`config.mk`:
```
export PLATFORM = sky130hd
export DESIGN_NAME = murax_board_io_bridge
export DESIGN_NICKNAME = d
export VERILOG_FILES = /design/src/rtl/murax_io_pkg.sv /design/src/rtl/murax_board_io_bridge_debounce.sv /design/src/rtl/murax_board_io_bridge.sv
export SDC_FILE = /design/constraint.sdc
export NUM_CORES = 1
export LEC_CHECK = 0
export ABC_AREA = 1
export CAP_MARGIN = 15
export CORE_AREA = 2 2 381 383
export CTS_CLUSTER_DIAMETER = 30
export CTS_CLUSTER_SIZE = 20
export DETAILED_ROUTE_END_ITERATION = 10
export DIE_AREA = 0 0 383 385
export GPL_ROUTABILITY_DRIVEN = 1
export PLACE_DENSITY = 0.48
export RECOVER_POWER = 50
export SYNTH_ARGS = -nofsm -noshare
export SYNTH_HDL_FRONTEND = slang
export SYNTH_HIERARCHICAL = 1
export SYNTH_SLANG_ARGS = --single-unit
export TNS_END_PERCENT = 20
```
`constraint.sdc`:
```
create_clock -name io_mainClk -period 1.6 [get_ports io_mainClk]
set_clock_uncertainty 0.2 [all_clocks]
set_input_delay 0.32 -clock io_mainClk [delete_from_list [all_inputs] [get_ports io_mainClk]]
set_output_delay 0.32 -clock io_mainClk [all_outputs]
set_load 0.03 [all_outputs]
```
`src/rtl/murax_io_pkg.sv`:
```
// Shared constants and helpers for the Murax board I/O bridge.
package murax_io_pkg;

    localparam int PWM_OFF = 0;
    localparam int PWM_ON  = 1;

    // Number of bits needed to hold values 0..v-1.
    function automatic int clog2(input int v);
        int r;
        r = 0;
        for (int i = 0; i < 32; i++) begin
            if ((1 << i) < v) r = i + 1;
        end
        return r;
    endfunction

endpackage

```
`src/rtl/murax_board_io_bridge_debounce.sv`:
```
// One switch channel: synchroniser chain, debounce counter and the accepted (stable) value.
import murax_io_pkg::*;

module murax_sw_debounce #(
    parameter int SYNC_STAGES     = 2,
    parameter int DEBOUNCE_CYCLES = 100000
) (
    input  logic clk,
    input  logic rst,
    input  logic sw_in,
    output logic stable_o,
    output logic update_o
);

    localparam int              CW       = clog2(DEBOUNCE_CYCLES + 1);
    localparam logic [CW-1:0]   CNT_LAST = CW'(DEBOUNCE_CYCLES - 1);

    logic [SYNC_STAGES-1:0] sync_q, sync_d;
    logic [CW-1:0]          cnt_q, cnt_d;
    logic                   stable_q, stable_d;
    logic                   sync_out;
    logic                   update;

    assign sync_out = sync_q[SYNC_STAGES-1];
    // The change is accepted on the edge that would complete the count.
    assign update   = (sync_out != stable_q) && (cnt_q == CNT_LAST);

    always_comb begin
        sync_d   = {sync_q[SYNC_STAGES-2:0], sw_in};
        stable_d = update ? sync_out : stable_q;
        if (sync_out == stable_q || update) cnt_d = '0;
        else                                cnt_d = cnt_q + 1'b1;
    end

    always_ff @(posedge clk) begin
        if (rst) begin
            sync_q   <= '0;
            cnt_q    <= '0;
            stable_q <= 1'b0;
        end else begin
            sync_q   <= sync_d;
            cnt_q    <= cnt_d;
            stable_q <= stable_d;
        end
    end

    assign stable_o = stable_q;
    assign update_o = update;

endmodule

```
`src/rtl/murax_board_io_bridge.sv`:
```
// Board-side gpioA bridge: debounced switches into gpio read, gpio write onto (optionally dimmed) LEDs.
import murax_io_pkg::*;

module murax_board_io_bridge #(
    parameter int GPIO_WIDTH      = 32,
    parameter int NUM_SW          = 16,
    parameter int NUM_LED         = 16,
    parameter int SYNC_STAGES     = 2,
    parameter int DEBOUNCE_CYCLES = 100000,
    parameter int PWM_EN          = PWM_ON,
    parameter int PWM_BITS        = 8
) (
    input  logic                  io_mainClk,
    input  logic                  io_reset,
    input  logic [NUM_SW-1:0]     sw,
    output logic [NUM_LED-1:0]    io_led,
    output logic [GPIO_WIDTH-1:0] io_gpioA_read,
    input  logic [GPIO_WIDTH-1:0] io_gpioA_write,
    input  logic [GPIO_WIDTH-1:0] io_gpioA_writeEn,
    input  logic [PWM_BITS-1:0]   led_duty,
    output logic                  sw_changed
);

    logic [NUM_SW-1:0]  stable;
    logic [NUM_SW-1:0]  update;
    logic               sw_changed_q, sw_changed_d;
    logic [NUM_LED-1:0] led_reg_q, led_reg_d;
    logic               unused_bits;

    for (genvar i = 0; i < NUM_SW; i++) begin : g_sw
        murax_sw_debounce #(
            .SYNC_STAGES    (SYNC_STAGES),
            .DEBOUNCE_CYCLES(DEBOUNCE_CYCLES)
        ) u_db (
            .clk     (io_mainClk),
            .rst     (io_reset),
            .sw_in   (sw[i]),
            .stable_o(stable[i]),
            .update_o(update[i])
        );
    end

    always_comb begin
        io_gpioA_read             = '0;
        io_gpioA_read[NUM_SW-1:0] = stable;
    end

    // Any number of channels updating together yields one pulse.
    always_comb begin
        sw_changed_d = |update;
        led_reg_d    = io_gpioA_write[NUM_LED-1:0] & io_gpioA_writeEn[NUM_LED-1:0];
    end

    always_ff @(posedge io_mainClk) begin
        if (io_reset) begin
            sw_changed_q <= 1'b0;
            led_reg_q    <= '0;
        end else begin
            sw_changed_q <= sw_changed_d;
            led_reg_q    <= led_reg_d;
        end
    end

    assign sw_changed  = sw_changed_q;
    assign unused_bits = ^{io_gpioA_write, io_gpioA_writeEn, led_duty};

    if (PWM_EN == PWM_ON) begin : g_pwm
        logic [PWM_BITS-1:0] pwm_cnt_q, pwm_cnt_d;
        logic [PWM_BITS-1:0] duty_shadow_q, duty_shadow_d;
        logic [NUM_LED-1:0]  led_q, led_d;

        // Duty is only taken at the end of a period so a period is never cut short.
        always_comb begin
            pwm_cnt_d     = pwm_cnt_q + 1'b1;
            duty_shadow_d = (pwm_cnt_q == '1) ? led_duty : duty_shadow_q;
            led_d         = led_reg_q & {NUM_LED{pwm_cnt_q < duty_shadow_q}};
        end

        always_ff @(posedge io_mainClk) begin
            if (io_reset) begin
                pwm_cnt_q     <= '0;
                duty_shadow_q <= '1;
                led_q         <= '0;
            end else begin
                pwm_cnt_q     <= pwm_cnt_d;
                duty_shadow_q <= duty_shadow_d;
                led_q         <= led_d;
            end
        end

        assign io_led = led_q;
    end else begin : g_direct
        assign io_led = led_reg_q;
    end

endmodule

```
Word level (Yosys, flattened, before mapping)
Cells that the tools add are included.
{ "totals": {"regBits": 609, "in_bits": 90, "out_inout_bits": 49, "elab_cells": 171} }
{ "classes": {"addsub": 17, "n_lt_le_gt_ge": 1, "eq_ne": 49, "bitwise": 2, "n_reduce_logical": 49} }
{ "op_table": {"columns": ["cell", "count"], "rows": [
  ["adder 32 x 1 -> 32 bit, second input constant", 16],
  ["== test 32 x 17 -> 1 bit, second input constant", 16],
  ["AND 16 bit", 2],
  ["OR reduction 2 bit", 16],
  ["== test 1 bit", 16],
  ["logical AND 1 bit", 16],
  ["logical OR 1 bit", 16],
  ["!= test 1 bit", 16],
  ["OR reduction 16 bit", 1],
  ["adder 8 x 1 -> 8 bit, second input constant", 1],
  ["== test 8 bit, second input constant", 1],
  ["< comparator 8 bit", 1]
]} }

Logic depth before layout (Yosys ltp)
Gate-level depths: netlist (run 1).
{ "logic_depth": {"ltp_word": 4, "ltp_mapped": 11, "depth_no_buf": 11} }

Cells and area by module
The synthesis (run 1) kept the hierarchy.
{ "modules_own_cells": {"columns": ["module", "instances", "cells_per_inst", "area_per_inst_um2", "seq_area_each_um2"], "rows": [
  ["murax_sw_debounce", 16, 354, 2108.3, 700.7],
  ["murax_board_io_bridge", 1, 234, 1915.6, 980.9]
]} }

Worst setup path after synthesis (run 1)
Ideal clock, no wire load.
{ "synth_path": {"path_kind": "register to register", "from": "reg g_sw[1].u_db.cnt_q[0]", "to": "reg sw_changed_q, in the netlist sw_changed", "setup_time_ns": 0.064, "arrival_time_ns": 1.379, "t_required_ns": 1.336, "slack_ns": -0.043, "path_stages_with_launch": 12, "path_buffers": 0, "synth_period_minus_slack_ns": 1.643, "cell_sequence": "dfxtp_1 ha_1 inv_1 nor2_4 nand2_1 nor2_1 nand3_1 nor2_1 nor2_1 nand4_1 nor2_1 nor2_1"} }
{ "synth_between": {"elab_chain_cells": 3} }
{ "synth_lines": {"columns": ["item", "line_no", "text"], "rows": [
  ["start, declared", "murax_board_io_bridge_debounce.sv:19", "logic [CW-1:0] cnt_q, cnt_d;"],
  ["start signal, assigned", "murax_board_io_bridge_debounce.sv:42", "cnt_q <= cnt_d;"],
  ["== test 32 x 17 -> 1 bit", "murax_board_io_bridge_debounce.sv:26", "assign update = (sync_out != stable_q) && (cnt_q == CNT_LAST);"],
  ["logical AND 1 bit", "murax_board_io_bridge_debounce.sv:26", null],
  ["via update[1]", "murax_board_io_bridge.sv:25", "logic [NUM_SW-1:0] update;"],
  ["OR reduction 16 bit", "murax_board_io_bridge.sv:50", "sw_changed_d = |update;"],
  ["end signal, assigned", "murax_board_io_bridge.sv:59", "sw_changed_q <= sw_changed_d;"],
  ["end, declared", "murax_board_io_bridge.sv:26", "logic sw_changed_q, sw_changed_d;"]
]} }
The timed path passes the listed nets, and every way through them passes these cells.
A chain may end at the register's enable or synchronous reset.

Worst setup path after layout (run 1)
{ "layout_path": {"from": "reg g_sw[3].u_db.cnt_q[1]", "to": "reg sw_changed_q, in the netlist sw_changed"} }
{ "layout_between": {"elab_chain_cells": 3} }
{ "layout_lines": {"columns": ["item", "line_no"], "rows": [
  ["start, declared", "murax_board_io_bridge_debounce.sv:19"],
  ["start signal, assigned", "murax_board_io_bridge_debounce.sv:42"],
  ["== test 32 x 17 -> 1 bit", "murax_board_io_bridge_debounce.sv:26"],
  ["logical AND 1 bit", "murax_board_io_bridge_debounce.sv:26"],
  ["via update[3]", "murax_board_io_bridge.sv:25"],
  ["OR reduction 16 bit", "murax_board_io_bridge.sv:50"]
]} }
The timed path passes the listed nets, and every way through them passes these cells.

==> results of run 1 <==
stage by stage:
| stage | utilization | setup WS (ps) | total power, W | instance area, um2 | TNS (ps) |
|---|---|---|---|---|---|
| 6_report | 0.405 | -271 | 0.0545 | 58000 | -34670 |
| 5_1_grt | 0.405 | -383 | 0.0564 | 58000 | -91700 |
| 4_1_cts | 0.386 | -350 | 0.0554 | 55300 | -26190 |
| 3_5_place_dp | 0.325 | -557 | 0.0164 | 46500 | -145350 |
| 3_3_place_gp | 0.325 | -497 | 0.0164 | 46500 | -134880 |
| 2_1_floorplan | - | 28.4 | 0.0160 | 35800 | 0 |
worst register-to-register path, cell delays in order, from the launching register on:
cell     delay, ps
dfxtp_2        340
ha_4           160
inv_4           40
nor2_4         110
nand2_2         70
nor2_2         100
nand3_2        120
nor2_2         110
nor2_1          60
buf_4          150
nand4_1        160
nor2_1          70
nor2_1          90
Yosys cell counts, types with 2 or more instances:
cell type,instances,area share
nor2_4,97,0.031
a21oi_1,10,0.0014
nand4_1,3,0.00053
nand2_2,98,0.017
ha_1,24,0.0084
nand2_1,2013,0.21
inv_1,806,0.085
clkbuf_1,3,0.00032
a21oi_2,2,0.00049
nor2_1,1443,0.15
buf_4,50,0.011
nand3_1,369,0.052
nor2_2,48,0.0084
dfxtp_1,609,0.34
xor2_1,147,0.036
xnor2_1,144,0.035
o21ai_1,8,0.0011
buf_6,17,0.0054
what timing repair did:
item,CTS,global route
endpoints found under the hold margin,57,0
hold buffers,57,0
setup buffers,25,75
endpoints found under the setup margin,568,586
resized for setup,577,633
cloned,0,12
pin swaps,175,249
placed cells by master (no fill, tap or decap), types with 27 or more instances in the layout:
master,instances
nor2_2,271
nand2_2,232
dlygate4sd3_1,57
clkdlybuf4s50_1,56
bufinv_16,35
nor2_1,1086
clkbuf_16,192
xor2_1,142
buf_6,107
xnor2_1,142
nand3_1,329
nand2_4,31
clkbuf_1,27
nor2_4,232
nand2_1,1846
buf_4,1005
buf_12,39
clkinv_2,32
inv_2,34
inv_1,760
dfxtp_1,426
dfxtp_2,173
power by group:
part	internal, W	switching [W]	total [W]
sequential	0.0153	0.0000443	0.0154
combinational	0.000488	0.000479	0.000967
clock	0.0275	0.0106	0.0382
total	0.0433	0.0112	0.0545
state kept, by name, indices dropped and copies added, names as in the netlist:
| signal | flops |
|---|---|
| g_sw.u_db/cnt_q | 512 |
| g_sw.u_db/sync_q | 32 |
| g_sw.u_db/stable_o | 16 |
| io_led | 16 |
| led_reg_q | 16 |
| g_pwm.duty_shadow_q | 8 |
| g_pwm.pwm_cnt_q | 8 |
| sw_changed | 1 |
cell families (layout without fill, tap and decap cells):
family	count (synthesis)	after routing	share of synthesized area
adders and majority gates	24	24	0.00842
and+or+nand+nor	4073	4074	0.473
other	1	16	0.000105
AOI/OAI and AO/OA	23	23	0.00355
DFF	609	609	0.342
buffers and inverters	877	2408	0.101
xor gates and xnor gates	291	291	0.0715
cell type report:
cell class	count	area [um2]	share of cell area
tap	1903	2380	0.0411
sequential	609	12400	0.215
inverter	807	3060	0.0528
multi-input combinational	4428	22600	0.391
clock buffer	236	5040	0.0869
timing repair buffer	1273	10900	0.188
clock inverter	92	1530	0.0263
worst paths after layout:
check,start,endpoint,slack [ps],cells after the start
max,g_sw[3].u_db/cnt_q[1],sw_changed,-270,12
min,g_sw[11].u_db/sync_q[0],g_sw[11].u_db/sync_q[1],200,2
max reg2reg,g_sw[3].u_db/cnt_q[1],sw_changed,-270,12
min reg2reg,g_sw[11].u_db/sync_q[0],g_sw[11].u_db/sync_q[1],200,2
layer usage:
layer / wire (um) / part of all wire
met1: 49500 / 0.46
met2: 50900 / 0.47
met3: 4160 / 0.039
met4: 3130 / 0.029
met5: 8 / 0.000074
==> results.sh, run 1 <==
export IMPL_cp_arrival_ps=2350
export IMPL_wl_per_cell_um=11.5
export IMPL_fin_hold_ws_ps=201
export IMPL_setup_violations=434
export IMPL_crit_chain="ha_4 > inv_4 > nor2_4 > nand2_2 > nor2_2 > nand3_2 > nor2_2 > nor2_1 > buf_4 > nand4_1 > nor2_1 > nor2_1"
export IMPL_fill_cells=14900
export IMPL_max_cap_violations=0
export IMPL_critical_path_class="flop to flop"
export IMPL_vias_per_cell=4.06
export IMPL_grt_use_met3=0.0303
export IMPL_start_util=0.249
export IMPL_cp_top_family="simple AND/OR/NAND/NOR gates"
export IMPL_finalWeightedCongestion=0.900
export IMPL_grt_pass1_wl_um=175000
export IMPL_finalCritPeriodShare=1.17
export IMPL_clk_path_buf_depth=3
export IMPL_die_area_mm2=0.147
export IMPL_port_buffers=90
export IMPL_yosysSeqAreaShare=0.342
export IMPL_synth_cell_types=25
export IMPL_hold_violations=0
export IMPL_yosysWarnings=6
export IMPL_grt_overflow=0
export IMPL_drt_first_pass_iters=6
export IMPL_die_y_um=385
export IMPL_rsz0062_at_grt="yes"
export IMPL_hp_class="flop to flop"
export IMPL_dp_cells=8865
export IMPL_cts_tree="yes"
export IMPL_gr_usage_met1=0.172
export IMPL_cts_sinks=609
export IMPL_h_tree_depth=4
export IMPL_synth_edf_count=0
export IMPL_slowest_stage="dfxtp_2"
export IMPL_outcome="finished with violations"
export IMPL_ys_seq_elements=609
export IMPL_track_usage=0.143
export IMPL_violations="setup timing"
export IMPL_critPathMostFrequentCell="nor2_1"
export IMPL_grt_max_degree=21
export IMPL_dr_first_iter_drc_count=1628
export IMPL_nets=7414
export IMPL_fp_dieW_um=383
export IMPL_clock_latency_ps=780
export IMPL_antenna_found_initial=1
export IMPL_cts_buffers=181
export IMPL_num_io_pins=139
export IMPL_cts_root_buffer="clkbuf_16"
export IMPL_critPathLaunchType="flop"
export IMPL_drive_gt1_frac=0.339
export IMPL_cp_slowest_stage_delay_ps=340
export IMPL_fin_ws_ps=-271
export IMPL_final_cells=9348
export IMPL_required_ps=2080
export IMPL_postSynthAreaPerCell_um2=6.04
export IMPL_syn_to_final_growth_pct=62.7
export IMPL_met2_usage=0.248
export IMPL_peakVddDrop_v=0.00116
export IMPL_syn_cell_area_mm2=0.0356
export IMPL_fp_row_count=139
export IMPL_wl_um=108000
export IMPL_dp_hpwl_um=78900
export IMPL_synthCells=5898
export IMPL_core_area_mm2=0.143
export IMPL_busiest_layer="met2"
export IMPL_synth_ff_type="dfxtp_1"
export IMPL_cp_end_kind="flop"
export IMPL_finalMaxSlewViolations=0
export IMPL_fmax_ghz=0.534
export IMPL_diodes=0
export IMPL_p_leak_nw=25.4
export IMPL_postRouteAntennaNets=0
export IMPL_worst_path_buf_inv=2
export IMPL_worstPathMaxFanout=2
export IMPL_num_vias=37900
export IMPL_fin_crit_ps=1870
export IMPL_clkSlewWorstSetupHoldPaths_ps=40
export IMPL_async_flop_share=0
export IMPL_drc_errors=0
export IMPL_grt_pass1_vias=37400
export IMPL_powerDensity_mw_per_mm2=940
(Power assumes the default switching activity.)
==> run 2, diff against run 1 <==
Settings changed: MAX_ROUTING_LAYER set to met4.
==> run 2 against run 1 <==
The flow still finishes with violations (setup timing). Critical path depth down 10. Clock power is 5% lower. Total power decreased by 3.5%. Worst hold slack got worse by 12 ps. First-iteration DRC count is 3.8% lower. Via count rose by 0.38%. Combinational power up 2.1%. Largest power group unchanged.
==> results.sh, run 2 (same netlist as run 1, synthesis figures left out) <==
export IMPL_fp_row_count=139
export IMPL_cts_root_buffer="clkbuf_16"
export IMPL_finalMaxSlewViolations=0
export IMPL_powerDensity_mw_per_mm2=897
export IMPL_grt_overflow=0
export IMPL_rr_startpoint="g_sw[15].u_db/cnt_q[0]"
export IMPL_track_usage=0.147
export IMPL_hp_class="flop to flop"
export IMPL_vias_per_cell=4.07
export IMPL_antenna_found_initial=0
export IMPL_crit_chain="buf_6 > buf_6"
export IMPL_final_cells=9364
export IMPL_start_util=0.249
export IMPL_top_regs="g_sw.u_db/cnt_q: 512 flops, g_sw.u_db/sync_q: 32 flops"
export IMPL_die_y_um=385
export IMPL_slowest_stage="dfxtp_2"
export IMPL_cts_buffers=176
export IMPL_holdPathStages=2
export IMPL_cp_end_kind="primary output"
export IMPL_num_vias=38100
export IMPL_worst_path_buf_inv=2
export IMPL_nets=7430
export IMPL_crit_cells=2
export IMPL_violations="setup timing"
export IMPL_drive_gt1_frac=0.360
export IMPL_die_area_mm2=0.147
export IMPL_fin_ws_ps=-263
export IMPL_rsz0062_at_grt="yes"
export IMPL_clkSlewWorstSetupHoldPaths_ps=50
export IMPL_final_common_cell="nand2_1"
export IMPL_drc_errors=0
export IMPL_critPathLaunchType="flop"
export IMPL_wl_per_cell_um=11.6
export IMPL_fmax_ghz=0.537
export IMPL_cp_slowest_stage_delay_ps=320
export IMPL_drt_first_pass_iters=5
export IMPL_grt_pass1_wl_um=176000
export IMPL_crit_path_start="g_sw[10].u_db/stable_o"
export IMPL_p_comb_frac=0.019
export IMPL_placed_cell_area_mm2=0.0466
export IMPL_top_register="g_sw.u_db/cnt_q"
export IMPL_critical_path_class="flop to primary output"
export IMPL_peakVddDrop_v=0.00103
export IMPL_largest_reg_flops=512
export IMPL_num_io_pins=139
export IMPL_port_buffers=90
export IMPL_dp_hpwl_um=79700
export IMPL_postRouteAntennaNets=0
export IMPL_min_from="led_reg_q[8]"
export IMPL_clk_path_buf_depth=3
export IMPL_required_ps=1080
export IMPL_worstPathMaxFanout=2
export IMPL_diodes=0
export IMPL_fp_dieW_um=383
export IMPL_fin_crit_ps=1860
export IMPL_cts_sinks=609
export IMPL_dp_cells=8872
export IMPL_cp_arrival_ps=1340
export IMPL_swShare=0.208
export IMPL_grt_pass1_vias=37500
export IMPL_cp_top_family="flip-flops"
export IMPL_intPower_w=0.0416
export IMPL_stdcell_area_mm2=0.0586
export IMPL_wl_um=109000
export IMPL_hold_violations=0
export IMPL_max_cap_violations=0
export IMPL_dr_first_iter_drc_count=1566
export IMPL_reg2reg_depth=13
export IMPL_finalCritPeriodShare=1.16
export IMPL_clkPwrFrac=0.689
export IMPL_p_leak_nw=26.0
export IMPL_critPathMostFrequentCell="buf_6"
export IMPL_cts_tree="yes"
export IMPL_setup_violations=401
export IMPL_fill_cells=14900
export IMPL_clock_latency_ps=760
export IMPL_final_cell_mix="1782 x nand2_1, 1033 x nor2_1, 992 x buf_4"
export IMPL_core_area_mm2=0.143
export IMPL_grt_max_degree=21
export IMPL_syn_to_final_growth_pct=64.5
export IMPL_seqPwrFrac=0.292
export IMPL_outcome="finished with violations"
export IMPL_h_tree_depth=4
export IMPL_finalWeightedCongestion=0.924
export IMPL_p_switching_w=0.0109
export IMPL_setup_tns_ps=-32500
run 2: changes by cell type in the layout (fill, tap and decap cells not counted), moves of 7 or more:
| cell | delta |
|---|---|
| dfxtp_1 | -33 |
| buf_4 | -13 |
| nand2_1 | -64 |
| nand3_2 | +11 |
| clkbuf_8 | +7 |
| nand2_2 | +33 |
| bufinv_16 | -11 |
| nand2_4 | +33 |
| nor2_1 | -53 |
| dfxtp_2 | +32 |
| buf_6 | +20 |
| nor2_2 | +16 |
| clkinv_4 | +9 |
| nor2_4 | +38 |
run 2: layer usage:
layer	global-route usage	vias to the layer above	wire length, um
li1	-	20400	-
met1	0.176	17000	50200
met2	0.246	486	51600
met3	0.0288	211	4180
met4	0.0515	0	2860
met5	-	-	0
run 2: cell type report:
type | instances | area, um2 | area share
tap | 1903 | 2380 | 0.0406
inverter | 807 | 3050 | 0.0520
multi-input combinational | 4430 | 23200 | 0.397
timing repair buffer | 1292 | 11200 | 0.191
sequential | 609 | 12500 | 0.213
clock inverter | 84 | 1190 | 0.0203
clock buffer | 239 | 5080 | 0.0866
run 2: power groups by stage:
stage          sequential, W  combinational, W  clock (W)
2_1_floorplan         0.0156          0.000353          0
5_1_grt               0.0153           0.00107     0.0380
3_5_place_dp          0.0156          0.000755          0
6_report              0.0153          0.000987     0.0362
3_3_place_gp          0.0156          0.000753          0
4_1_cts               0.0154          0.000914     0.0372
run 2: path summary, 6_finish.rpt:
check	slack, ps	endpoint
min	190	io_led[8]
max reg2reg	-220	sw_changed
min reg2reg	190	io_led[8]
max	-260	io_gpioA_read[10]
run 2: what timing repair did:
item / 4_1_cts / 5_1_grt
endpoints found under the hold margin: 55 / 0
gates resized for setup: 580 / 853
hold buffers: 57 / 0
setup buffers: 33 / 79
gates cloned: 0 / 18
endpoints found under the setup margin: 578 / 586
pin swaps: 181 / 314
run 2: worst reg2reg max path: cells and delay by family (launching register included):
kind / cells / cell delay [ps]
adder cells (fa/ha/maj): 1 / 150
buffers and inverters: 3 / 290
flip-flops: 1 / 350
AND/OR/NAND/NOR: 9 / 740
run 2: through the flow:
| step | setup WS [ps] | power, W | utilization | hold slack, ps |
|---|---|---|---|---|
| 2_1_floorplan | 28.4 | 0.0160 | - | 188 |
| 3_3_place_gp | -491 | 0.0164 | 0.326 | 193 |
| 3_5_place_dp | -521 | 0.0164 | 0.326 | 197 |
| 4_1_cts | -342 | 0.0534 | 0.385 | 190 |
| 5_1_grt | -356 | 0.0544 | 0.410 | 210 |
| 6_report | -263 | 0.0526 | 0.410 | 189 |
==> run 3, diff against run 2 <==
Settings changed: CTS_CLUSTER_SIZE 20 to 14.
==> run 3 against run 2 <==
Critical path type unchanged. The flow still finishes with violations (setup timing). Non-clock buffer count unchanged. Clock-buffer cell count unchanged. Combinational power about the same. First-iteration DRC count increased by 0.13%. Flip-flop and latch count unchanged. Via count about the same.
==> results.sh, run 3 (same netlist as run 1, synthesis figures left out) <==
export IMPL_violations="setup timing"
export IMPL_wl_per_cell_um=11.6
export IMPL_finalMaxSlewViolations=0
export IMPL_peakVddDrop_v=0.00103
export IMPL_cts_tree="yes"
export IMPL_dr_first_iter_drc_count=1568
export IMPL_syn_to_final_growth_pct=64.5
export IMPL_critPathLaunchType="flop"
export IMPL_powerDensity_mw_per_mm2=897
export IMPL_worstPathMaxFanout=2
export IMPL_cts_sinks=609
export IMPL_num_vias=38100
export IMPL_critical_path_class="flop to primary output"
export IMPL_swShare=0.208
export IMPL_antenna_found_initial=0
export IMPL_postRouteAntennaNets=0
export IMPL_clkPwrFrac=0.689
export IMPL_final_cell_mix="1782 x nand2_1, 1033 x nor2_1, 992 x buf_4"
export IMPL_setup_violations=402
export IMPL_clkSlewWorstSetupHoldPaths_ps=50
export IMPL_finalWeightedCongestion=0.924
export IMPL_clock_latency_ps=760
export IMPL_grt_max_degree=21
export IMPL_fp_dieW_um=383
export IMPL_die_area_mm2=0.147
export IMPL_utilization=0.410
export IMPL_top_register="g_sw.u_db/cnt_q"
export IMPL_cp_slowest_stage_delay_ps=330
export IMPL_dp_hpwl_um=79700
export IMPL_drc_errors=0
export IMPL_num_io_pins=139
export IMPL_diodes=0
export IMPL_cts_buffers=176
export IMPL_cts_root_buffer="clkbuf_16"
export IMPL_top_regs="g_sw.u_db/cnt_q: 512 flops, g_sw.u_db/sync_q: 32 flops"
export IMPL_fin_hold_ws_ps=189
export IMPL_max_cap_violations=0
export IMPL_total_power_w=0.0526
export IMPL_grt_overflow=0
export IMPL_place_ws_ps=-521
export IMPL_wl_um=109000
export IMPL_drive_gt1_frac=0.360
export IMPL_rsz0062_at_grt="yes"
export IMPL_grt_pass1_vias=37500
export IMPL_cp_end_kind="primary output"
export IMPL_crit_chain="buf_6 > buf_12"
export IMPL_fin_ws_ps=-262
export IMPL_fmax_ghz=0.537
export IMPL_h_tree_depth=4
export IMPL_fill_cells=14900
export IMPL_start_util=0.249
export IMPL_p_switching_w=0.0109
export IMPL_final_common_cell="nand2_1"
export IMPL_largest_reg_flops=512
export IMPL_p_leak_nw=26.0
export IMPL_required_ps=1080
export IMPL_outcome="finished with violations"
export IMPL_hold_violations=0
export IMPL_track_usage=0.147
export IMPL_nets=7430
export IMPL_finalCritPeriodShare=1.16
export IMPL_intPower_w=0.0416
export IMPL_fp_row_count=139
export IMPL_vias_per_cell=4.07
export IMPL_fin_crit_ps=1860
export IMPL_p_comb_frac=0.019
export IMPL_cp_arrival_ps=1340
export IMPL_die_y_um=385
export IMPL_seqPwrFrac=0.292
export IMPL_drt_first_pass_iters=5
export IMPL_core_area_mm2=0.143
export IMPL_clk_path_buf_depth=3
export IMPL_port_buffers=90
export IMPL_slowest_stage="dfxtp_2"
export IMPL_hp_class="flop to flop"
export IMPL_grt_pass1_wl_um=176000
## run 3: cell counts in the layout (fill, tap and decap cells not counted)
No cell type changed its count.
## run 3: timing repair
action                     in CTS  in global routing
pin swaps                     181                314
setup buffers                  33                 79
hold buffers                   57                  0
gates cloned                    0                 18
resized for setup             580                853
setup endpoints to repair     578                586
hold endpoints to repair       55                  0
## run 3: worst max-delay path, delay by kind of cell (launching register included)
family / cells / cell delay, ps
DFF: 1 / 330
buffers and inverters: 2 / 240
## run 3: area by class of cell
cell class                      instances  area, um2  share of cell area
Tap cell                             1903       2380              0.0406
Timing Repair Buffer                 1292      11200               0.191
Clock buffer                          239       5080              0.0866
Clock inverter                         84       1190              0.0203
Inverter                              807       3050              0.0520
Sequential cell                       609      12500               0.213
Multi-Input combinational cell       4430      23200               0.397
## run 3: worst paths after layout
| check | from | to | slack [ps] | depth (start not counted) |
|---|---|---|---|---|
| setup / recovery | g_sw[4].u_db/stable_o | io_gpioA_read[4] | -260 | 2 |
| hold / removal | led_reg_q[8] | io_led[8] | 190 | 2 |
| setup reg to reg | g_sw[15].u_db/cnt_q[0] | sw_changed | -220 | 13 |
| hold reg to reg | led_reg_q[8] | io_led[8] | 190 | 2 |
## run 3: metrics by stage
stage	instances	instance area [um2]	TNS [ps]
global route	9364	58600	-88340
floorplan	5913	35800	0
finish	9364	58600	-32950
detailed placement	8872	46600	-148890
global placement	8872	46600	-140750
CTS	9281	55100	-31000
## run 3: layer usage
metal  part of all wire  GRT usage
met1               0.46      0.176
met2               0.47      0.246
met3              0.038     0.0288
met4              0.026     0.0515
met5                  0          -
## run 3: power groups by stage
| stage | Combinational [W] | Clock, W | Sequential, W |
|---|---|---|---|
| after floorplan | 0.000353 | 0 | 0.0156 |
| after global placement | 0.000753 | 0 | 0.0156 |
| after detailed placement | 0.000755 | 0 | 0.0156 |
| after CTS | 0.000914 | 0.0372 | 0.0154 |
| after global routing | 0.00107 | 0.0380 | 0.0153 |
| final | 0.000987 | 0.0362 | 0.0153 |
